$ cat config.mk
export PLATFORM = sky130hd
export DESIGN_NAME = wall_probe
export DESIGN_NICKNAME = d
export VERILOG_FILES = /design/src/rtl/game_pkg.sv /design/src/rtl/tick_timer.sv /design/src/rtl/wall_probe.sv
export SDC_FILE = /design/constraint.sdc
export NUM_CORES = 1
export LEC_CHECK = 0
export ABC_CLOCK_PERIOD_IN_PS = 2400
export CORE_ASPECT_RATIO = 1.75
export CORE_MARGIN = 10
export CORE_UTILIZATION = 53
export CTS_CLUSTER_SIZE = 8
export DETAILED_ROUTE_END_ITERATION = 16
export PLACE_DENSITY = 0.81
export SETUP_SLACK_MARGIN = 0.1
export SLEW_MARGIN = 20
export SYNTH_ARGS = -nofsm -noshare
export SYNTH_HDL_FRONTEND = slang
export SYNTH_HIERARCHICAL = 1
export SYNTH_SLANG_ARGS = --single-unit
$ cat constraint.sdc
create_clock -name Clk -period 2.4 [get_ports Clk]
set_input_delay 0.48 -clock Clk [delete_from_list [all_inputs] [get_ports Clk]]
set_output_delay 0.48 -clock Clk [all_outputs]
set_load 0.02 [all_outputs]
$ cat src/rtl/game_pkg.sv
// Shared game-level encodings, probe FSM states and default shift periods
// used by the wall prober and its tick timer.
package game_pkg;

    localparam logic [2:0] LVL_EASY = 3'd1;
    localparam logic [2:0] LVL_MED  = 3'd2;
    localparam logic [2:0] LVL_HARD = 3'd3;

    localparam logic [2:0] SEXT_MIN = 3'd1;
    localparam logic [2:0] SEXT_MAX = 3'd6;

    localparam int PERIOD_EASY_DEF = 400000;
    localparam int PERIOD_MED_DEF  = 300000;
    localparam int PERIOD_HARD_DEF = 200000;
    localparam int TIMER_W         = 20;

    typedef enum logic [2:0] {
        ST_WAIT,
        ST_TICK,
        ST_GAP,
        ST_PROBE,
        ST_DRAIN,
        ST_HIT
    } probe_state_t;

    function automatic logic sext_ok(input logic [2:0] s);
        return (s >= SEXT_MIN) && (s <= SEXT_MAX);
    endfunction

endpackage

$ cat src/rtl/tick_timer.sv
// Level-dependent shift timer. Raises due once the count reaches the
// selected period; due stays up (count held) until the prober can accept it.
module tick_timer
    import game_pkg::*;
#(
    parameter int PERIOD_EASY = PERIOD_EASY_DEF,
    parameter int PERIOD_MED  = PERIOD_MED_DEF,
    parameter int PERIOD_HARD = PERIOD_HARD_DEF
) (
    input  logic       Clk,
    input  logic       Reset_l,
    input  logic       clr,
    input  logic       run,
    input  logic       ack,
    input  logic [2:0] level,
    output logic       due
);

    logic [TIMER_W-1:0] cnt;
    logic [TIMER_W-1:0] last;
    logic               lvl_ok;

    always_comb begin
        last = '0;
        case (level)
            LVL_EASY: last = TIMER_W'(PERIOD_EASY - 1);
            LVL_MED:  last = TIMER_W'(PERIOD_MED - 1);
            LVL_HARD: last = TIMER_W'(PERIOD_HARD - 1);
            default:  last = '0;
        endcase
    end

    assign lvl_ok = (level == LVL_EASY) || (level == LVL_MED) || (level == LVL_HARD);
    // >= rather than == so a drop to a shorter period fires on the next cycle
    assign due    = run && lvl_ok && (cnt >= last);

    always_ff @(posedge Clk or negedge Reset_l) begin
        if (!Reset_l) begin
            cnt <= '0;
        end else if (clr) begin
            cnt <= '0;
        end else if (due) begin
            if (ack) cnt <= '0;
        end else if (run && lvl_ok) begin
            cnt <= cnt + 1'b1;
        end
    end

endmodule

$ cat src/rtl/wall_probe.sv
// Wall store query initiator: issues move_walls shift ticks and, after each
// shift, scans a radius window at the player's sextant for a collision.
module wall_probe
    import game_pkg::*;
#(
    parameter int PLAYER_RADIUS = 40,
    parameter int PROBE_DEPTH   = 8,
    parameter int PERIOD_EASY   = PERIOD_EASY_DEF,
    parameter int PERIOD_MED    = PERIOD_MED_DEF,
    parameter int PERIOD_HARD   = PERIOD_HARD_DEF,
    parameter int TICK_HIGH     = 2
) (
    input  logic       Clk,
    input  logic       Reset_l,
    input  logic       kb_reset,
    input  logic [2:0] State,
    input  logic [2:0] player_sextant,
    input  logic       is_wall,
    output logic [9:0] radius,
    output logic [2:0] sextant,
    output logic       probe_active,
    output logic       move_walls,
    output logic       collision,
    output logic       probe_done
);

    if (PLAYER_RADIUS + PROBE_DEPTH - 1 > 400) begin : g_bad_radius
        $error("wall_probe: probe window exceeds radius 400");
    end
    if (PROBE_DEPTH < 1 || PROBE_DEPTH > 64) begin : g_bad_depth
        $error("wall_probe: PROBE_DEPTH out of range 1..64");
    end
    if (TICK_HIGH < 1 || TICK_HIGH > 256) begin : g_bad_tick
        $error("wall_probe: TICK_HIGH out of range 1..256");
    end

    localparam logic [9:0] RAD0     = 10'(PLAYER_RADIUS);
    localparam logic [5:0] IDX_LAST = 6'(PROBE_DEPTH - 1);
    localparam logic [7:0] TH_LAST  = 8'(TICK_HIGH - 1);

    probe_state_t st;
    logic [5:0]   idx;
    logic [7:0]   th_cnt;
    logic         samp_q;
    logic         samp_vld;
    logic         due;
    logic         hit;

    tick_timer #(
        .PERIOD_EASY(PERIOD_EASY),
        .PERIOD_MED (PERIOD_MED),
        .PERIOD_HARD(PERIOD_HARD)
    ) u_timer (
        .Clk    (Clk),
        .Reset_l(Reset_l),
        .clr    (kb_reset),
        .run    (st != ST_HIT),
        .ack    (st == ST_WAIT),
        .level  (State),
        .due    (due)
    );

    // samp_q holds is_wall for the address presented one cycle earlier
    assign hit = samp_vld && samp_q;

    always_ff @(posedge Clk or negedge Reset_l) begin
        if (!Reset_l) begin
            st           <= ST_WAIT;
            idx          <= '0;
            th_cnt       <= '0;
            samp_q       <= 1'b0;
            samp_vld     <= 1'b0;
            radius       <= '0;
            sextant      <= '0;
            probe_active <= 1'b0;
            move_walls   <= 1'b0;
            collision    <= 1'b0;
            probe_done   <= 1'b0;
        end else if (kb_reset) begin
            st           <= ST_WAIT;
            idx          <= '0;
            th_cnt       <= '0;
            samp_q       <= 1'b0;
            samp_vld     <= 1'b0;
            radius       <= '0;
            sextant      <= '0;
            probe_active <= 1'b0;
            move_walls   <= 1'b0;
            collision    <= 1'b0;
            probe_done   <= 1'b0;
        end else begin
            probe_done <= 1'b0;
            samp_q     <= is_wall;
            samp_vld   <= probe_active;
            case (st)
                ST_WAIT: begin
                    if (due) begin
                        st         <= ST_TICK;
                        move_walls <= 1'b1;
                        th_cnt     <= '0;
                    end
                end
                ST_TICK: begin
                    if (th_cnt == TH_LAST) begin
                        st         <= ST_GAP;
                        move_walls <= 1'b0;
                    end else begin
                        th_cnt <= th_cnt + 1'b1;
                    end
                end
                ST_GAP: begin
                    if (sext_ok(player_sextant)) begin
                        st           <= ST_PROBE;
                        idx          <= '0;
                        probe_active <= 1'b1;
                        radius       <= RAD0;
                        sextant      <= player_sextant;
                    end else begin
                        st         <= ST_WAIT;
                        probe_done <= 1'b1;
                    end
                end
                ST_PROBE, ST_DRAIN: begin
                    if (hit) begin
                        st           <= ST_HIT;
                        collision    <= 1'b1;
                        probe_active <= 1'b0;
                        radius       <= '0;
                        sextant      <= '0;
                    end else if (st == ST_DRAIN) begin
                        st           <= ST_WAIT;
                        probe_active <= 1'b0;
                        radius       <= '0;
                        sextant      <= '0;
                        probe_done   <= 1'b1;
                    end else if (idx == IDX_LAST) begin
                        st <= ST_DRAIN;
                    end else begin
                        idx    <= idx + 1'b1;
                        radius <= RAD0 + {4'd0, idx} + 10'd1;
                    end
                end
                ST_HIT: begin
                end
                default: st <= ST_WAIT;
            endcase
        end
    end

endmodule

==> impl_results.md, run 1 <==
- Yosys warning count: 6
- CP max FO: 3
- Ys flop type: dfrtp_1
- Slowest cell on crit path: mux2_4
- Sequential cell area: 1330 µm²
- Slew @ Worst Pin: approximately 0.6 ns
- Post-synth EDFFs: 0
- Worst hold path type: in2async
- Clock-pin slew on the worst setup and hold paths: approximately 0.09 ns
- Switch share: 36.4%
- Total number of vias: roughly 3200
- Area Growth Syn to Fin: 35.1%
- Net Sw Power: 0.000967 W
- Worst setup path startpoint: State[1]
- Synth cell types: a little under 60
- Share of layout cells above drive strength 1: 30.3%
- Filler cell count: 434
- Peak Freq: about 0.38 GHz
- Die height: 125 µm
- Pin count of the biggest net entering global routing: 31
- Tcrit/Tclk final: 111%
- Critical Path RT: about 2.6 ns
- First-pass GRT wire length: 16.0 mm
- Maximum VDD drop: 0.000405 V
- Clock buffer count from CTS: 5
- Diodes inserted: 0
- Final net count: approximately 450
- Initial detailed-routing violation count: 255
- Seq/Total Area, Yosys: 39.7%
- Power consumption: around 0.0027 W
- Setup violators final: 31
- Int Power: 0.00169 W
- DRC violations left: 0
- Insertion delay of the later-clocked pin in the worst-skew pair: roughly 0.32 ns
- CP Class: in2reg
- FP Rows: 38
- Drt pass-1 iters: 5
- Clock buffer depth: 2
- Max Cap Violations: 0
- CTS sink cnt: 53
- Async S/R FF share, synth: 100%
- Pleak: between 2 and 2.5 nW
- Total GRT Usage: approximately a fifth
- Setup_tns: -5.65 ns
- Yosys top cell by area: dfrtp_1
- Commonest non-fill, non-tap cell in the layout: dfrtp_1
- Area of the multi-input gates: 2210 µm²
- Clock power share: 20.6%
- R2R Path Start: u_timer/cnt[11]
- Data arrival, critical path: just under 3 ns
- H-Tree Depth: 2
- Starting density of the core: between 50% and 60%
- Comb pwr share: 37.9%
- Area share of the largest cell type after synthesis: 39.7%
- Hold_buf cts: 0
- CTS tree: yes
- Routed wire per std cell: 20.2 µm
- Synthesized area: roughly 3300 µm²
- Crit end category: register
- Via density: 6.32
- Gp weighted congestion: 0.892
- Clk root buf: clkbuf_8
- Worst reg-to-reg setup slack: -0.16 ns
- Final Critical Period: roughly 2.7 ns
- Cells along the critical path: buf_8 -> buf_6 -> nand3b_1 -> buf_6 -> ha_4 -> nand4_1 -> nor2_1 -> nand4_1 -> and2b_2 -> a21oi_4 -> nor3_2 -> a21oi_1 -> o31ai_2 -> a21oi_2 -> mux2_4
- Slew Viols, Final: 0
- Vias in the first global route: 3270
- Core area: between 6000 and 7000 µm²
- Port buffer count: 23
- Die X: 80.0 µm
- RSZ-0062 raised after global routing: yes
- FF+latch count, synth: between 50 and 60
- Post-route ant nets: 0
- Mapped Cells: 363
- Setup crit start kind: primary input
- Seq pwr share: 41.5%
- DP Area: approximately 4000 µm²
- Die area: 10000 µm²
- Final Cell Area: 4520 µm²
- Syn_area_per_cell: 9.21 µm²
- Initial antenna violation count: 0
- Power Density: 587 nW/µm²
- Hold Vio Cnt, Final: 0
- Area contributors post-synth: dfrtp_1 40%, ha_1 6.4%, o21ai_0 3.9%, nor2_1 3.6%, and3_1 3.2%
- Grt total ovfl: 0
- Status: complete, but fails checks
- Drt total wl: 10.2 mm
- Worst slew margin: 60.0%
- Final Skew: 0.00414 ns
- Violations in the final reports: negative setup slack
- Hpwl dp: 6.23 mm
- CP peak stage delay: 0.30 ns
- Worst setup margin: -0.267 ns
- Num ports: 27
- Most frequent cells in the layout: 53 x dfrtp_1, 32 x buf_4, 31 x nor2_1, 25 x nand2_1, 19 x clkdlybuf4s50_1
## worst max-delay path: cells and delay by family
| family | cells | cell delay (ns) |
|---|---|---|
| buffers and inverters | 3 | 0.36 |
| adder cells (fa/ha/maj) | 1 | 0.26 |
| multiplexers | 1 | 0.30 |
| AO/OA/AOI/OAI | 4 | 0.54 |
| AND/OR/NAND/NOR | 6 | 0.94 |
## power groups by stage
| stage | combinational (W) | clock (W) | sequential [W] |
|---|---|---|---|
| after global routing | 0.00108 | 0.000582 | 0.00112 |
| after CTS | 0.000963 | 0.000552 | 0.00110 |
| after floorplan | 0.000576 | 0 | 0.00111 |
| after detailed placement | 0.000881 | 0 | 0.00111 |
| final | 0.00101 | 0.000547 | 0.00110 |
| after global placement | 0.000857 | 0 | 0.00111 |
## what timing repair did
item	in CTS	in global routing
gates cloned	4	0
pin swaps	27	17
resized for setup	68	25
setup endpoints to repair	32	34
buffers inserted	7	1
## sequential cells by signal, indices dropped and copies added, names as in the netlist, 3 cells and up
name,flops
st,3
th_cnt,8
sextant,3
idx,6
u_timer/cnt,20
radius,7
## worst paths after layout
check                        endpoint  depth (start not counted)
setup / recovery                st[0]                         15
hold / removal             sextant[2]                          1
setup reg to reg                st[0]                         11
hold reg to reg             radius[2]                          1
max in group asynchronous   radius[2]                          2
min in group Clk            radius[2]                          1
## Yosys cell counts (10+ instances only)
cell,n
nand2_1,26
nand3_1,15
a221o_1,10
nor2_1,32
inv_1,14
dfrtp_1,53
ha_1,17
nor3_1,10
a21oi_1,15
o21ai_0,26
and3_1,17
## metal layers
metal,wire length (µm),GRT usage (%),vias to the layer above
met1,3590,19.3,1578
met2,5770,37.4,116
li1,-,-,1455
met4,509,11.5,0
met3,373,3.23,48
met5,0,0,-
## cell type report
type / count / share of cell area [%]
clock buffer: 6 / 1.83
clock inverter: 2 / 0.305
inverter: 14 / 1.16
multi-input combinational: 281 / 48.9
sequential: 53 / 29.4
tap: 80 / 2.22
timing repair buffer: 70 / 16.3
## kinds of logic after synthesis
logic type / count (synthesis) / synth area share (%)
compound gates: 100 / 21.0
xor+xnor: 5 / 1.31
fa+ha+maj: 17 / 6.36
buf+inv: 31 / 4.94
flops: 53 / 39.7
mux: 9 / 2.96
other cells: 1 / 0.112
simple gates: 147 / 23.7
## stage by stage
stage	utilization [%]	setup slack [ns]	cells	hold WS [ns]
after floorplan	-	-0.329	365	0.184
after global placement	64.0	-0.911	488	0.463
after detailed placement	64.0	-1.03	488	0.482
after CTS	72.0	-0.203	506	0.175
after global routing	73.1	-0.484	506	0.181
final	73.1	-0.267	506	0.151
No activity file was read; power rests on OpenSTA's default activity.
==> inputs of run 2 (changes only) <==
Settings changed: REMOVE_ABC_BUFFERS from default to 1, SKIP_LAST_GASP from default to 1.
==> run 2 against run 1 <==
Compared with the run above:
- the run still ends with negative setup slack left
- via count is 5.2% higher
- utilization is 2.4 points higher
- non-clock buffer count is 16 higher
- design area is 3.2% higher
- worst hold slack better by 0.35 ns
- sequential share of layout area is 0.92 points lower
- critical path depth stayed put
==> impl_results.md, run 2 (synthesis results as in run 1) <==
- Drt total wl: 10.8 mm (+5.3%)
- Status: complete, but fails checks
- Die height: 125 µm (unchanged)
- Gp weighted congestion: 0.884 (-0.87%)
- Hold Path Origin: radius[6]
- Clock buffer depth: 2 (unchanged)
- Violations in the final reports: negative setup slack
- Clk root buf: clkbuf_8
- Die X: 80.0 µm (unchanged)
- Final Critical Period: 2.79 ns (+0.124 ns)
- Biggest regs: u_timer/cnt x20, th_cnt x8, radius x7
- CP Class: in2reg
- CP max FO: 5 (+2)
- Die area: 10000 µm² (unchanged)
- Critical Path RT: 2.61 ns (about the same)
- Data arrival, critical path: 3.00 ns (+0.11 ns)
- Diodes inserted: 0 (unchanged)
- Clock-pin slew on the worst setup and hold paths: 0.10 ns (about the same)
- Worst hold path type: reg2reg
- CTS tree: yes
- Total GRT Usage: 19.6% (-0.33 points)
- Slew Viols, Final: 0 (unchanged)
- Setup violators final: 32 (+3.2%)
- Core area: 6180 µm² (unchanged)
- Final net count: 469 (+3.8%)
- Vias in the first global route: 3362 (+2.8%)
- Final Core Density: 75.5% (+2.4 points)
- First-pass GRT wire length: 16.2 mm (+1.2%)
- Pin count of the biggest net entering global routing: 26 (-16%)
- Most frequent cells in the layout: 53 x dfrtp_1, 46 x buf_4, 32 x nor2_1, 25 x nand2_1, 19 x clkdlybuf4s50_1
- CTS sink cnt: 53 (unchanged)
- RSZ-0062 raised after global routing: yes
- DP Area: 3910 µm² (-1.1%)
- Via density: 6.43 (+1.7%)
- Initial antenna violation count: 0 (unchanged)
- Routed wire per std cell: 20.6 µm (+1.9%)
- Grt total ovfl: 0 (unchanged)
- Port buffer count: 23 (unchanged)
- FP Rows: 38 (unchanged)
- Worst setup path startpoint: State[2]
- Num ports: 27 (unchanged)
- Max reg flops: 20 (unchanged)
- Clock buffer count from CTS: 5 (unchanged)
- Worst setup margin: -0.391 ns (-0.124 ns)
- Insertion delay of the later-clocked pin in the worst-skew pair: 0.31 ns (about the same)
- H-Tree Depth: 2 (unchanged)
- Maximum VDD drop: 0.000367 V (-9.2%)
- Starting density of the core: 54.1% (unchanged)
- Setup crit start kind: primary input
- R2R Path Start: u_timer/cnt[17]
- Post-route ant nets: 0 (unchanged)
- Total number of vias: 3362 (+5.2%)
- Share of layout cells above drive strength 1: 31.4% (+1.1 points)
- Pleak: 2.09 nW (+4.2%)
- Power Density: 602 nW/µm² (+2.5%)
- Power consumption: 0.00281 W (+5.8%)
- Final Skew: 0.0110 ns (+0.00691 ns)
- Hold Vio Cnt, Final: 0 (unchanged)
- Peak Freq: 0.358 GHz (-4.4%)
- Commonest non-fill, non-tap cell in the layout: dfrtp_1
- Initial detailed-routing violation count: 451 (+77%)
- Drt pass-1 iters: 6 (+1)
- Max Cap Violations: 0 (unchanged)
- Biggest register: u_timer/cnt
- Crit end category: register
- Hpwl dp: 5.81 mm (-6.7%)
- Area Growth Syn to Fin: 39.5%
- Final Cell Area: 4660 µm² (+3.2%)
- Tcrit/Tclk final: 116% (+5.2 points)
- DRC violations left: 0 (unchanged)
run 2: report_power, final:
group	internal, W	switching, W
clock network	0.000314	0.000311
registers	0.000979	0.0000812
logic	0.000512	0.000612
run 2: layer usage:
| metal | global-route usage, % | part of all wire [%] | vias up | wire, µm |
|---|---|---|---|---|
| li1 | - | - | 1498 | - |
| met1 | 21.3 | 35 | 1617 | 3770 |
| met2 | 34.2 | 54 | 191 | 5780 |
| met3 | 2.73 | 5.8 | 56 | 627 |
| met4 | 12.1 | 5.6 | 0 | 601 |
| met5 | 0 | 0 | - | 0 |
run 2: repair_timing:
action | CTS | global route
resized for setup | 63 | 43
endpoints found under the setup margin | 32 | 32
endpoints found under the hold margin | 7 | 0
hold buffers | 1 | 0
cloned | 4 | 1
setup buffers | 16 | 8
pin swaps | 23 | 23
run 2: worst max-delay path: stages:
cell and delay, ns:
buf_8 0.10, nand2b_4 0.13, or2_4 0.27, buf_6 0.14
ha_4 0.32, nand3_1 0.10, nor2_1 0.12, nand4_1 0.14
and2b_2 0.27, a21oi_4 0.18, nor3_2 0.07, a21oi_2 0.13
o31ai_2 0.09, a21oi_2 0.16, mux2_4 0.31
run 2: worst paths after layout:
path | end | slack (ns) | cells after the start
worst max-delay path | st[0] | -0.39 | 15
worst min-delay path | radius[6] | 0.50 | 1
max in group asynchronous | st[2] | 1.29 | 3
worst max register to register | st[0] | -0.20 | 11
min in group asynchronous | sextant[1] | 0.53 | 2
worst min register to register | radius[6] | 0.50 | 1
run 2: cell type report:
class	instances	area (µm²)
repair buffers	86	862
clock inverters	2	38.8
flip-flops and latches	53	1330
multi-input cells	282	2210
inverters	14	52.6
clock buffers	6	72.6
well taps	80	100
fillers	395	1520
run 2: per-stage QoR:
stage                     TNS [ns]  worst slack, ns  hold slack, ns  std cells
after floorplan              -4.66           -0.461           0.184        348
after global placement      -30.08            -1.10           0.333        494
after detailed placement    -33.13            -1.23           0.332        494
after CTS                    -3.21           -0.211           0.496        521
after global routing        -10.41           -0.479           0.536        523
final                        -8.06           -0.391           0.502        523
==> inputs of run 3 (changes only) <==
Settings changed: CORE_UTILIZATION 53 to 55, CTS_BUF_LIST from default to sky130_fd_sc_hd__clkbuf_8, MAX_ROUTING_LAYER from default to met4, PLACE_DENSITY 0.81 to 0.83.
==> run 3 against run 2 <==
Compared with the run above:
- the run still ends with negative setup slack left
- worst hold slack better by 0.0030 ns
- wire length up 9.3%
- via count up 2.6%
- final cell count down 0.38%
- power up 1.4%
- global-route usage up 2.4 points
- clock power up 7.0%
- design area up 0.46%
- worst setup slack worse by 0.081 ns
==> impl_results.md, run 3 (synthesis results as in run 1) <==
- Status: complete, but fails checks
- Violations in the final reports: negative setup slack
- CP peak stage delay: 0.33 ns (about the same)
- Initial detailed-routing violation count: 376 (-17%)
- Die X: 78.9 µm (-1.4%)
- Die height: 123 µm (-1.5%)
- Crit-path leading delay family: compound AO/OA/AOI/OAI gates
- CP max FO: 6 (+1)
- Most frequent cells in the layout: 53 x dfrtp_1, 45 x buf_4, 30 x nor2_1, 25 x nand2_1, 21 x o21ai_1
- Core area: 5880 µm² (-4.9%)
- Worst setup margin: -0.472 ns (-0.0813 ns)
- Total GRT Usage: 22.0% (+2.4 points)
- Hpwl dp: 6.18 mm (+6.4%)
- Clock buffer depth: 2 (unchanged)
- Pin count of the biggest net entering global routing: 30 (+15%)
- Final Cell Area: 4690 µm² (+0.46%)
- Crit end category: register
- Post-route ant nets: 0 (unchanged)
- Pleak: 2.12 nW (+1.1%)
- Total number of vias: 3448 (+2.6%)
- R2R Path Start: u_timer/cnt[1]
- Max Cap Violations: 0 (unchanged)
- Cells along the critical path: buf_8 -> buf_4 -> o21ba_2 -> inv_1 -> ha_1 -> a21oi_1 -> o21ai_1 -> nand4_1 -> and2b_2 -> a21oi_4 -> buf_6 -> or2_4 -> a21oi_4 -> o21bai_4 -> o21ai_1 -> o21ai_1
- Clk root buf: clkbuf_8
- Critical Path RT: 2.60 ns (about the same)
- Final Instance Count excl. Fillers: 521 (-0.38%)
- Tcrit/Tclk final: 120% (+3.4 points)
- Peak Freq: 0.348 GHz (-2.8%)
- Setup violators final: 32 (unchanged)
- Worst slew margin: about 64%
- Maximum VDD drop: 0.000313 V (-15%)
- Die area: 9720 µm² (-2.9%)
- Gp weighted congestion: 0.872 (-1.3%)
- FP Rows: 37 (-2.6%)
- Setup crit start kind: primary input
- Crit path buf inv count: 4 (+2)
- Data arrival, critical path: 3.07 ns (+0.07 ns)
- Slew Viols, Final: 0 (unchanged)
- Starting density of the core: 56.9% (+2.8 points)
- Area Growth Syn to Fin: 40.2%
- Clock-pin slew on the worst setup and hold paths: 0.10 ns (about the same)
- Drt total wl: 11.8 mm (+9.3%)
- Final net count: 469 (unchanged)
- Worst reg-to-reg setup slack: -0.26 ns (-0.06 ns)
- Worst hold path type: in2async
- Slew @ Worst Pin: approximately 0.54 ns
- Clock buffer count from CTS: 5 (unchanged)
- CTS sink cnt: 53 (unchanged)
- Vias in the first global route: 3399 (+1.1%)
- Insertion delay of the later-clocked pin in the worst-skew pair: 0.33 ns (+0.02 ns)
- Cell mode on critical path: o21ai_1
- Placed Instances: 492 (-0.40%)
- RSZ-0062 raised after global routing: yes
- Register-to-Register Path Depth: 12 (+1)
- CP Class: in2reg
- First-pass GRT wire length: 16.6 mm (+3.0%)
- Commonest non-fill, non-tap cell in the layout: dfrtp_1
- Slowest cell on crit path: ha_1
- R2r endpoint: th_cnt[7]
- DP Area: 3910 µm² (about the same)
- H-Tree Depth: 2 (unchanged)
- Hold WS: 0.505 ns (+0.00296 ns)
- CTS tree: yes
- Grt total ovfl: 0 (unchanged)
- Max reg flops: 20 (unchanged)
- Via density: 6.62 (+3.0%)
- Routed wire per std cell: 22.6 µm (+9.7%)
- Final Skew: 0.0114 ns (+0.000389 ns)
- Final Critical Period: 2.87 ns (+0.0813 ns)
- Worst setup path startpoint: State[0]
- Hold Vio Cnt, Final: 0 (unchanged)
- Power Density: 608 nW/µm² (+0.94%)
- Biggest register: u_timer/cnt
- Diodes inserted: 0 (unchanged)
- DRC violations left: 0 (unchanged)
- Share of layout cells above drive strength 1: 30.9% (-0.45 points)
- Num ports: 27 (unchanged)
- Biggest regs: u_timer/cnt x20, th_cnt x8, radius x7
- Initial antenna violation count: 0 (unchanged)
- Port buffer count: 23 (unchanged)
- Drt pass-1 iters: 4 (-2)
## run 3: cell count changes in the layout (fill, tap and decap cells not counted), moves of 3 or more
cell / previous run / this run
buf_8: 2 / 5
o21ai_1: 9 / 21
o21ai_0: 10 / 5
o21ai_2: 9 / 3
buf_12: 5 / 2
a21oi_2: 7 / 3
## run 3: metal layers
layer,wire (µm),share of wire (%),vias to the layer above,track usage [%]
li1,-,-,1485,-
met1,3950,34,1682,20.5
met2,6280,53,206,38.8
met3,703,6.0,75,4.07
met4,854,7.2,0,17.2
met5,0,0,-,-
## run 3: how the worst max path moves through the flow
stage	to	slack, ns	cells past startpoint
2_1_floorplan	st[0]	-0.46	13
3_3_place_gp	st[0]	-1.07	14
3_5_place_dp	st[0]	-1.24	14
4_1_cts	st[0]	-0.32	15
5_1_grt	th_cnt[7]	-0.46	16
6_report	th_cnt[7]	-0.47	16
## run 3: what timing repair did
action | 4_1_cts | 5_1_grt
setup buffers | 12 | 7
gates resized for setup | 76 | 42
endpoints found under the hold margin | 5 | 0
setup endpoints to repair | 32 | 32
hold buffers | 1 | 0
gates cloned | 2 | 1
pin swaps | 35 | 15
## run 3: worst register-to-register path: cells and delay by family (launching register included)
kind | cells | cell delay (ns)
compound gates | 7 | 1.07
fa+ha+maj | 1 | 0.35
buf+inv | 1 | 0.12
flops | 1 | 0.42
simple gates | 3 | 0.56
## run 3: final cells by class
| cell class | instances | area (µm²) |
|---|---|---|
| clock buffers | 6 | 82.6 |
| inverters | 14 | 52.6 |
| fillers | 359 | 1190 |
| well taps | 78 | 97.6 |
| flip-flops and latches | 53 | 1330 |
| multi-input cells | 282 | 2250 |
| repair buffers | 86 | 835 |
| clock inverters | 2 | 37.5 |
## run 3: stage by stage
| step | worst slack, ns | util [%] | TNS [ns] | total power, W |
|---|---|---|---|---|
| after floorplan | -0.461 | - | -4.66 | 0.00159 |
| after global placement | -1.07 | 66.5 | -29.70 | 0.00192 |
| after detailed placement | -1.24 | 66.5 | -33.39 | 0.00195 |
| after CTS | -0.317 | 75.1 | -3.53 | 0.00272 |
| after global routing | -0.462 | 79.7 | -10.65 | 0.00295 |
| final | -0.472 | 79.7 | -9.31 | 0.00285 |
## run 3: report_power, final
group	switching, W	leakage (nW)	internal (W)
Clock	0.000329	0.0574	0.000340
Sequential	0.000135	0.722	0.000977
Combinational	0.000574	1.34	0.000493
